**src/rtl/compressed_byte_packer_if.sv**
```systemverilog
// Byte-in / word-out bus of compressed_byte_packer.
// master: the packer itself (consumes bytes, produces words).
// slave:  the environment (drives bytes, accepts words).
interface compressed_byte_packer_if #(
  parameter int ADDR_W = 4
);
  logic              byte_valid;
  logic [7:0]        byte_in;
  logic              frame_end;
  logic              word_valid;
  logic              word_ready;
  logic [31:0]       word_data;
  logic [3:0]        word_keep;
  logic              word_last;
  logic [ADDR_W:0]   fifo_level;
  logic              overflow;

  modport master (
    input  byte_valid, byte_in, frame_end, word_ready,
    output word_valid, word_data, word_keep, word_last, fifo_level, overflow
  );

  modport slave (
    output byte_valid, byte_in, frame_end, word_ready,
    input  word_valid, word_data, word_keep, word_last, fifo_level, overflow
  );
endinterface

```
**src/rtl/compressed_byte_packer.sv**
```systemverilog
// compressed_byte_packer: packs an 8-bit compressed stream into 32-bit words,
// tags the final word of each frame through a one-word stage, and buffers the
// words in a first-word-fall-through FIFO. Upstream cannot be stalled, so a
// write into a full FIFO is dropped and latches the sticky overflow flag.
// Optional feature: define PACKER_FRAME_CNT_EN to add the frame_count output.
module compressed_byte_packer #(
  parameter int DEPTH      = 16,
  parameter int ADDR_W     = 4,
  parameter bit BIG_ENDIAN = 1'b0
) (
  input  logic                     clk,
  input  logic                     rst,
  compressed_byte_packer_if.master bus
`ifdef PACKER_FRAME_CNT_EN
  ,
  output logic [15:0]              frame_count
`endif
);

  logic [23:0]       acc;
  logic [1:0]        cnt;
  logic [31:0]       stage_data;
  logic              stage_valid;
  logic              pending;

  logic              exec;
  logic              wr_en;
  logic              wr_last;
  logic [31:0]       pk_data;
  logic [3:0]        pk_keep;
  logic [31:0]       wr_data;
  logic [3:0]        wr_keep;

  logic [36:0]       mem [DEPTH];
  logic [ADDR_W-1:0] wr_ptr;
  logic [ADDR_W-1:0] rd_ptr;
  logic [ADDR_W:0]   level;
  logic              ovf;
  logic              full;
  logic              pop;
  logic              accept;

  // A frame end executes on a byte-free cycle, either directly or deferred via pending.
  assign exec = !bus.byte_valid && (bus.frame_end || pending);

  // Select the single FIFO write of this cycle (little-endian lane order).
  always_comb begin
    wr_en   = 1'b0;
    wr_last = 1'b0;
    pk_data = '0;
    pk_keep = '0;
    if (bus.byte_valid && stage_valid) begin
      wr_en   = 1'b1;
      pk_data = stage_data;
      pk_keep = '1;
    end else if (exec && stage_valid) begin
      wr_en   = 1'b1;
      wr_last = 1'b1;
      pk_data = stage_data;
      pk_keep = '1;
    end else if (exec && cnt != 2'd0) begin
      wr_en   = 1'b1;
      wr_last = 1'b1;
      // acc is never cleared, so lanes at or above cnt may hold stale bytes: mask them.
      for (int unsigned i = 0; i < 3; i++) begin
        if (i < 32'(cnt)) begin
          pk_keep[i]          = 1'b1;
          pk_data[8*i +: 8]   = acc[8*i +: 8];
        end
      end
    end
  end

  assign wr_data = BIG_ENDIAN ? {pk_data[7:0], pk_data[15:8], pk_data[23:16], pk_data[31:24]}
                              : pk_data;
  assign wr_keep = BIG_ENDIAN ? {pk_keep[0], pk_keep[1], pk_keep[2], pk_keep[3]} : pk_keep;

  // Byte accumulator, completed-word stage and deferred frame-end flag.
  always_ff @(posedge clk or posedge rst) begin
    if (rst) begin
      acc         <= '0;
      cnt         <= '0;
      stage_data  <= '0;
      stage_valid <= 1'b0;
      pending     <= 1'b0;
    end else if (bus.byte_valid) begin
      if (stage_valid) begin
        acc[7:0]    <= bus.byte_in;
        cnt         <= 2'd1;
        stage_valid <= 1'b0;
      end else if (cnt == 2'd3) begin
        stage_data  <= {bus.byte_in, acc};
        stage_valid <= 1'b1;
        cnt         <= '0;
      end else begin
        acc[8*cnt +: 8] <= bus.byte_in;
        cnt             <= cnt + 2'd1;
      end
      if (bus.frame_end) pending <= 1'b1;
    end else if (exec) begin
      stage_valid <= 1'b0;
      cnt         <= '0;
      pending     <= 1'b0;
    end
  end

`ifdef PACKER_FRAME_CNT_EN
  // Count every executed frame end, including those with nothing to push.
  always_ff @(posedge clk or posedge rst) begin
    if (rst) frame_count <= '0;
    else if (exec) frame_count <= frame_count + 16'd1;
  end
`endif

  assign full   = (level == (ADDR_W+1)'(DEPTH));
  assign pop    = (level != '0) && bus.word_ready;
  assign accept = wr_en && (!full || pop);

  // FIFO storage, pointers, registered level and sticky overflow.
  always_ff @(posedge clk or posedge rst) begin
    if (rst) begin
      for (int unsigned i = 0; i < DEPTH; i++) mem[i] <= '0;
      wr_ptr <= '0;
      rd_ptr <= '0;
      level  <= '0;
      ovf    <= 1'b0;
    end else begin
      if (accept) begin
        mem[wr_ptr] <= {wr_data, wr_keep, wr_last};
        wr_ptr      <= wr_ptr + 1'b1;
      end
      if (wr_en && !accept) ovf <= 1'b1;
      if (pop) rd_ptr <= rd_ptr + 1'b1;
      unique case ({accept, pop})
        2'b10:   level <= level + 1'b1;
        2'b01:   level <= level - 1'b1;
        default: level <= level;
      endcase
    end
  end

  assign bus.word_valid = (level != '0);
  assign {bus.word_data, bus.word_keep, bus.word_last} = mem[rd_ptr];
  assign bus.fifo_level = level;
  assign bus.overflow   = ovf;

endmodule
```
**src/flat_wrapper.sv**
```systemverilog
// flat-port wrapper written by rule: the top's interface ports become plain ports
module compressed_byte_packer_flat 
#(
  parameter int DEPTH      = 16,
  parameter int ADDR_W     = 4,
  parameter bit BIG_ENDIAN = 1'b0
)
  (clk, rst, bus_byte_valid, bus_byte_in, bus_frame_end, bus_word_ready, bus_word_valid, bus_word_data, bus_word_keep, bus_word_last, bus_fifo_level, bus_overflow);
  compressed_byte_packer_if #(.ADDR_W(ADDR_W)) bus_i ();
  input  logic clk;
  input  logic rst;
  input wire logic [$bits(bus_i.byte_valid)-1:0] bus_byte_valid;
  input wire logic [$bits(bus_i.byte_in)-1:0] bus_byte_in;
  input wire logic [$bits(bus_i.frame_end)-1:0] bus_frame_end;
  input wire logic [$bits(bus_i.word_ready)-1:0] bus_word_ready;
  output wire logic [$bits(bus_i.word_valid)-1:0] bus_word_valid;
  output wire logic [$bits(bus_i.word_data)-1:0] bus_word_data;
  output wire logic [$bits(bus_i.word_keep)-1:0] bus_word_keep;
  output wire logic [$bits(bus_i.word_last)-1:0] bus_word_last;
  output wire logic [$bits(bus_i.fifo_level)-1:0] bus_fifo_level;
  output wire logic [$bits(bus_i.overflow)-1:0] bus_overflow;
  assign bus_i.byte_valid = bus_byte_valid;
  assign bus_i.byte_in = bus_byte_in;
  assign bus_i.frame_end = bus_frame_end;
  assign bus_i.word_ready = bus_word_ready;
  assign bus_word_valid = bus_i.word_valid;
  assign bus_word_data = bus_i.word_data;
  assign bus_word_keep = bus_i.word_keep;
  assign bus_word_last = bus_i.word_last;
  assign bus_fifo_level = bus_i.fifo_level;
  assign bus_overflow = bus_i.overflow;
  compressed_byte_packer #(.DEPTH(DEPTH), .ADDR_W(ADDR_W), .BIG_ENDIAN(BIG_ENDIAN)) u_core (.clk(clk), .rst(rst), .bus(bus_i));
endmodule
```
**config.mk**
```make
export PLATFORM = sky130hd
export DESIGN_NAME = compressed_byte_packer_flat
export DESIGN_NICKNAME = d
export VERILOG_FILES = /design/src/rtl/compressed_byte_packer_if.sv /design/src/rtl/compressed_byte_packer.sv /design/src/flat_wrapper.sv
export SDC_FILE = /design/constraint.sdc
export NUM_CORES = 1
export LEC_CHECK = 0
export BUFFER_PORTS_ARGS = -buffer_cell sky130_fd_sc_hd__buf_4
export CAP_MARGIN = 20
export CORE_MARGIN = 2
export CORE_UTILIZATION = 43
export CTS_CLUSTER_DIAMETER = 200
export DETAILED_ROUTE_END_ITERATION = 6
export PLACE_DENSITY = 0.72
export SLEW_MARGIN = 20
export SYNTH_ARGS = -nofsm -noshare
export SYNTH_HDL_FRONTEND = slang
export SYNTH_SLANG_ARGS = --single-unit
export TNS_END_PERCENT = 50
```
**constraint.sdc**
```tcl
create_clock -name clk -period 20 [get_ports clk]
set_input_delay 0 -clock clk [delete_from_list [all_inputs] [get_ports clk]]
set_output_delay 0 -clock clk [all_outputs]
set_load 0.02 [all_outputs]
```
; Yosys cells after proc, flatten, opt, wreduce, memory -nomap -nowiden
; Index checks and enable logic that the tools add are counted.
[totals]
out_inout_bits = 44
elab_cells = 109
ff_bits = 666
[classes]
order_cmp = 6
n_reduce_logical = 21
bitwise = 4
add_sub_neg = 6
muxes = 38
n_shift = 2
n_eq_ne = 6
[op_table]
columns = op, count
row1 = bitwise mux 592 bit, 1
row2 = binary-select mux 37 bit (select 4 bit), 1
row3 = demux 37 bit (select 4 bit), 1
row4 = two-way mux 37 bit, 3
row5 = two-way mux 24 bit, 2
row6 = two-way mux 8 bit, 6
row7 = negator 5 -> 34 bit, 1
row8 = variable shift 8 x 34 -> 24 bit (first input constant), 1
row9 = variable part select 8 x 34 -> 24 bit, 1
row10 = two-way mux 32 bit, 1
row11 = bitwise mux 24 bit, 1
row12 = two-way mux 1 bit, 14
row13 = greater-or-equal comparator 5 bit (second input constant), 2
row14 = NOT 4 -> 5 bit, 2
row15 = one-hot mux 5 bit (2 select lines), 1
row16 = adder 4 x 1 -> 4 bit (second input constant), 2
row17 = logical AND 1 bit, 8
row18 = two-way mux 2 bit, 4
row19 = two-way mux 3 bit, 2
row20 = AND reduction 3 bit, 2
row21 = nonzero test 2 bit, 3
row22 = adder 5 x 1 -> 5 bit (second input constant), 1
row23 = equality test 5 bit (second input constant), 1
row24 = less-than comparator 5 x 1 -> 1 bit (second input constant), 1
row25 = other kinds (13), 21

; Logic depth before layout (Yosys ltp)
[logic_depth]
depth_word = 9
ltp_mapped = 14

; Worst setup path after synthesis
; Ideal clock, no wire load.
[synth_timing]
path_type = register to register
startpoint = register u_core.level[0], in the netlist u_core.bus.fifo_level[0]
endpoint = register u_core.level[4], in the netlist u_core.bus.fifo_level[4]
arrival_ns = 2.885
path_slack_ns = 16.969
stages_incl_launch_ff = 13
required_ns = 19.854
path_buffers = 2
synth_period_minus_slack_ns = 3.031
path_cell_list = dfrtp_1 > or4_4 > buf_6 > buf_6 > o211a_1 > inv_1 > ha_1 > inv_1 > fa_1 > nor2b_1 > o211ai_1 > o211ai_1 > o311ai_0
[synth_via]
elab_chain_len = 6
word_cells_on_any_way = 12
classes_between = add/sub: 2 / eq/ne: 3 / mux: 1 / reduce/logical: 6
[synth_rtl]
columns = item, line_no
row1 = from (decl), compressed_byte_packer.sv:37  ; logic [ADDR_W:0] level;
row2 = from (signal assigned), compressed_byte_packer.sv:135  ; 2'b10: level <= level + 1'b1;
row3 = from (signal assigned), compressed_byte_packer.sv:136  ; 2'b01: level <= level - 1'b1;
row4 = from (signal assigned), compressed_byte_packer.sv:137  ; default: level <= level;
row5 = equality test 5 bit / nonzero test 5 bit (equally long branches), "compressed_byte_packer.sv:115, compressed_byte_packer.sv:116"
row6 = logical NOT 1 bit / logical AND 1 bit (equally long branches), "compressed_byte_packer.sv:117, compressed_byte_packer.sv:116"
row7 = logical OR 1 bit, compressed_byte_packer.sv:117  ; assign accept = wr_en && (!full || pop);
row8 = logical AND 1 bit, compressed_byte_packer.sv:117
row9 = equality test 2 x 1 -> 1 bit / equality test 2 bit (equally long branches), compressed_byte_packer.sv:134  ; unique case ({accept, pop})
row10 = one-hot mux 5 bit (2 select lines) / nonzero test 2 bit (equally long branches), -
; Parallel ways exist; a longest one is shown, timed or not.
; A chain may end at the register's enable or synchronous reset.

; Worst setup path in the final report
[layout_timing]
startpoint = register u_core.rd_ptr[1]
endpoint = output bus_word_data[12]
[layout_via]
elab_chain_len = 4
[layout_rtl]
columns = item, line_no
row1 = from (decl), compressed_byte_packer.sv:36  ; logic [ADDR_W-1:0] rd_ptr;
row2 = from (signal assigned), compressed_byte_packer.sv:133  ; if (pop) rd_ptr <= rd_ptr + 1'b1;
row3 = NOT 4 -> 5 bit (not written as such), compressed_byte_packer.sv:143  ; assign {bus.word_data, bus.word_keep, bus.word_last} = mem[rd_ptr];
row4 = binary-select mux 37 bit (select 4 bit), compressed_byte_packer.sv:143
row5 = two-way mux 37 bit (not written as such) (2 in series), compressed_byte_packer.sv:143
row6 = to (decl), flat_wrapper.sv:17  ; output wire logic [$bits(bus_i.word_data)-1:0] bus_word_data;
; Every way passes these cells. The select of a mux whose other input is x is not followed.

==> results_dict.tcl <==
set metrics [dict create \
    multi_input_area_um2 11700 \
    clk_pin_slew_ns 0.06 \
    max_freq_mhz 244 \
    slew_headroom 0.252 \
    dp_hpwl_um 39600 \
    syn_avg_cell_area_um2 11.5 \
    finalCritPeriodShare 0.205 \
    ioPinCount 57 \
    ir_drop_mv 0.118 \
    overflow 0 \
    end_kind "output pin" \
    regArea_um2 16700 \
    path_class "flip-flop to output pin" \
    status "finished clean" \
    grt_max_degree 179 \
    cts_hold_buf 12 \
    synth-async-reset-ratio 1.00 \
    die_width_um 266 \
    clk_latency_ns 0.60 \
    pwr-share-clk 0.333 \
    synth_area_leaders "dfrtp_1 (57%), mux4_2 (11%), nand2_1 (8.5%), o21ai_0 (7.0%), o21ai_1 (3.3%)" \
    rsz0062_at_grt "no" \
    core_um2 67500 \
    switching_share 0.323 \
    power_switching_mw 1.22 \
    finalSetupViolCount 0 \
    crit_chain "buf_4, buf_4, mux4_2, a22oi_1, nand2_1, buf_4" \
    drc 0 \
    grt_usage 0.211 \
    antenna_found_initial 8 \
    drt_iter0_drc 1776 \
    synth-edff-count 0 \
    path_common_cell "buf_4" \
    drv_cap 0 \
    period_minus_slack_ns 4.10 \
    power.internal_mw 2.56 \
    syn_inst 2572 \
    critPathTopFamily "buffers and inverters" \
    n_fill_cell 5804 \
    reg2reg_slack_ns 16.27 \
    power_density_nw_per_um2 116 \
    vias_per_cell 5.87 \
    drive_above_1_share 0.166 \
    timing.rr.end "u_core.bus.fifo_level[4]" \
    grt_pass1_wl_um 117000 \
    row_count 95 \
    drt_wl_total_um 73200 \
    dieArea_um2 70700 \
    cts_tree "yes" \
    nNetsFinal 2550 \
    htree_levels 3 \
    yosys.area.top_type_share 0.565 \
    cp_max_fo 69 \
    pwr-share-seq 0.435 \
    synth_cell_types 49 \
    synth.largest_area_cell "dfrtp_1" \
    dr.pass1.iters 5 \
    io_buffers 56 \
    cp_slowest_cell "buf_4" \
    worst_pin_slew_ns 1.11 \
    syn-num-nets 2601 \
    ys.flop_type "dfrtp_1" \
    total_power_mw 3.79 \
    dp_cells 3312 \
    crit_arrival_ns 4.10 \
    vias 20232 \
    wl_per_cell_um 21.2 \
    gp_congestion 0.776 \
    slowest_delay_ns 0.88 \
    grt_pass1_vias 20781 \
    seq_area_frac_synth 0.565 \
    final_cells 3446 \
    final_antenna_net_count 0 \
    cts.sinks 666 \
    clk_path_buf_depth 3 \
    critPathRequiredTime_ns 20.00 \
    drv_slew 0 \
    leakage_nw 14.5 \
    root_buffer "clkbuf_16" \
    synth-seq-cells 666 \
    ys_top_cells_by_count "dfrtp_1 (666), nand2_1 (664), o21ai_0 (411)" \
    cts_post_setup_buffers_inserted 0 \
    endpoint "bus_word_data[12]" \
    start_util 0.437 \
    synth_area_um2 29500 \
    worst-path-stages 6 \
    rr_worst_depth 11 \
    setup_tns_ns 0 \
    area_growth_pct 10.4 \
    crit_buf_inv 3 \
    yosysMostFrequentCell "dfrtp_1" \
    hold_class "input port to asynchronous set/reset pin" \
    ys_warn_count 0 \
    report.final.hold_viol_count 0 \
    cp-startpoint "u_core.rd_ptr[1]" \
    r2r_start "u_core.cnt[0]" \
    start_kind "flip-flop" \
    clock-skew-final_ns 0.0223 \
    die_h_um 266 \
    cts-buffers-inserted 66 \
    pwr-share-comb 0.232 \
    ctsResizeCount 0 \
]
-- power groups by stage --
stage	sequential (mW)	clock (mW)	combinational, mW
after global routing	1.67	1.34	0.948
after global placement	1.65	0	0.855
final	1.65	1.26	0.879
after CTS	1.65	1.28	0.881
after floorplan	1.60	0	0.668
after detailed placement	1.67	0	0.877
-- cells by family (layout without fill, tap and decap cells) --
family,count (synthesis),count (layout),synth area share
AOI/OAI and AO/OA,738,738,0.155
and+or+nand+nor,729,729,0.101
DFF,666,666,0.565
buffers and inverters,232,231,0.0435
muxes,182,182,0.126
adders and majority gates,16,16,0.00705
xor gates and xnor gates,9,9,0.00267
other,0,2,0
-- cells in the final DEF, fill, tap and decap left out, types with 11 or more instances in the layout --
cell           instances
nand2_1              664
dfrtp_1              664
o21ai_0              411
o21ai_1              192
mux4_2               148
buf_4                 83
a22oi_1               74
clkbuf_16             69
mux2_2                33
a22oi_4               24
clkbuf_1              18
nand2b_1              17
o2111ai_4             16
ha_1                  15
clkbuf_8              12
dlygate4sd3_1         12
inv_1                 11
-- per-stage QoR --
| stage | util | cell area (µm²) | setup WS [ns] | hold slack, ns |
|---|---|---|---|---|
| 2_1_floorplan | - | 29500 | 1.33 | 0.133 |
| 5_1_grt | 0.482 | 32500 | 15.78 | 0.188 |
| 3_3_place_gp | 0.447 | 30200 | 16.39 | 0.153 |
| 4_1_cts | 0.482 | 32500 | 15.91 | 0.106 |
| 6_report | 0.482 | 32500 | 15.90 | 0.0962 |
| 3_5_place_dp | 0.447 | 30200 | 16.30 | 0.177 |
-- per-layer routing --
metal,routed length [µm],track usage,vias up
met4,2470,0.0834,12
li1,-,-,8954
met1,30000,0.276,10365
met5,75,0,-
met2,35600,0.351,714
met3,5020,0.0389,187
-- final cells by class --
cell class                      count  area share
Antenna cell                        2    0.000154
Multi-Input combinational cell   1674       0.359
Clock inverter                     19     0.00746
Inverter                           12     0.00161
Clock buffer                       99      0.0602
Tap cell                          873      0.0336
Sequential cell                   666       0.512
Timing Repair Buffer              101      0.0257
-- worst min-delay path by stage --
stage,cells after the start,slack (ns),endpoint,from
after global routing,3,0.19,u_core.mem[434],rst
after global placement,2,0.15,u_core.mem[135],rst
final,3,0.1,u_core.mem[98],rst
after CTS,3,0.11,u_core.mem[98],rst
after detailed placement,2,0.18,u_core.mem[98],rst
after floorplan,1,0.13,u_core.acc[0],bus_byte_in[0]
-- tightest hold or removal path, stage by stage --
cell and delay (ns):
dlygate4sd3_1 0.53, buf_4 0.15, inv_8 0.46
-- flip-flops by register name, indices dropped and copies added (netlist names) --
register and flops:
u_core.acc 24, u_core.bus.fifo_level 5, u_core.bus.overflow 1, u_core.cnt 2, u_core.mem 592, u_core.pending 1
u_core.rd_ptr 4, u_core.stage_data 32, u_core.stage_valid 1, u_core.wr_ptr 4
Power figures use the tool's default switching activity.
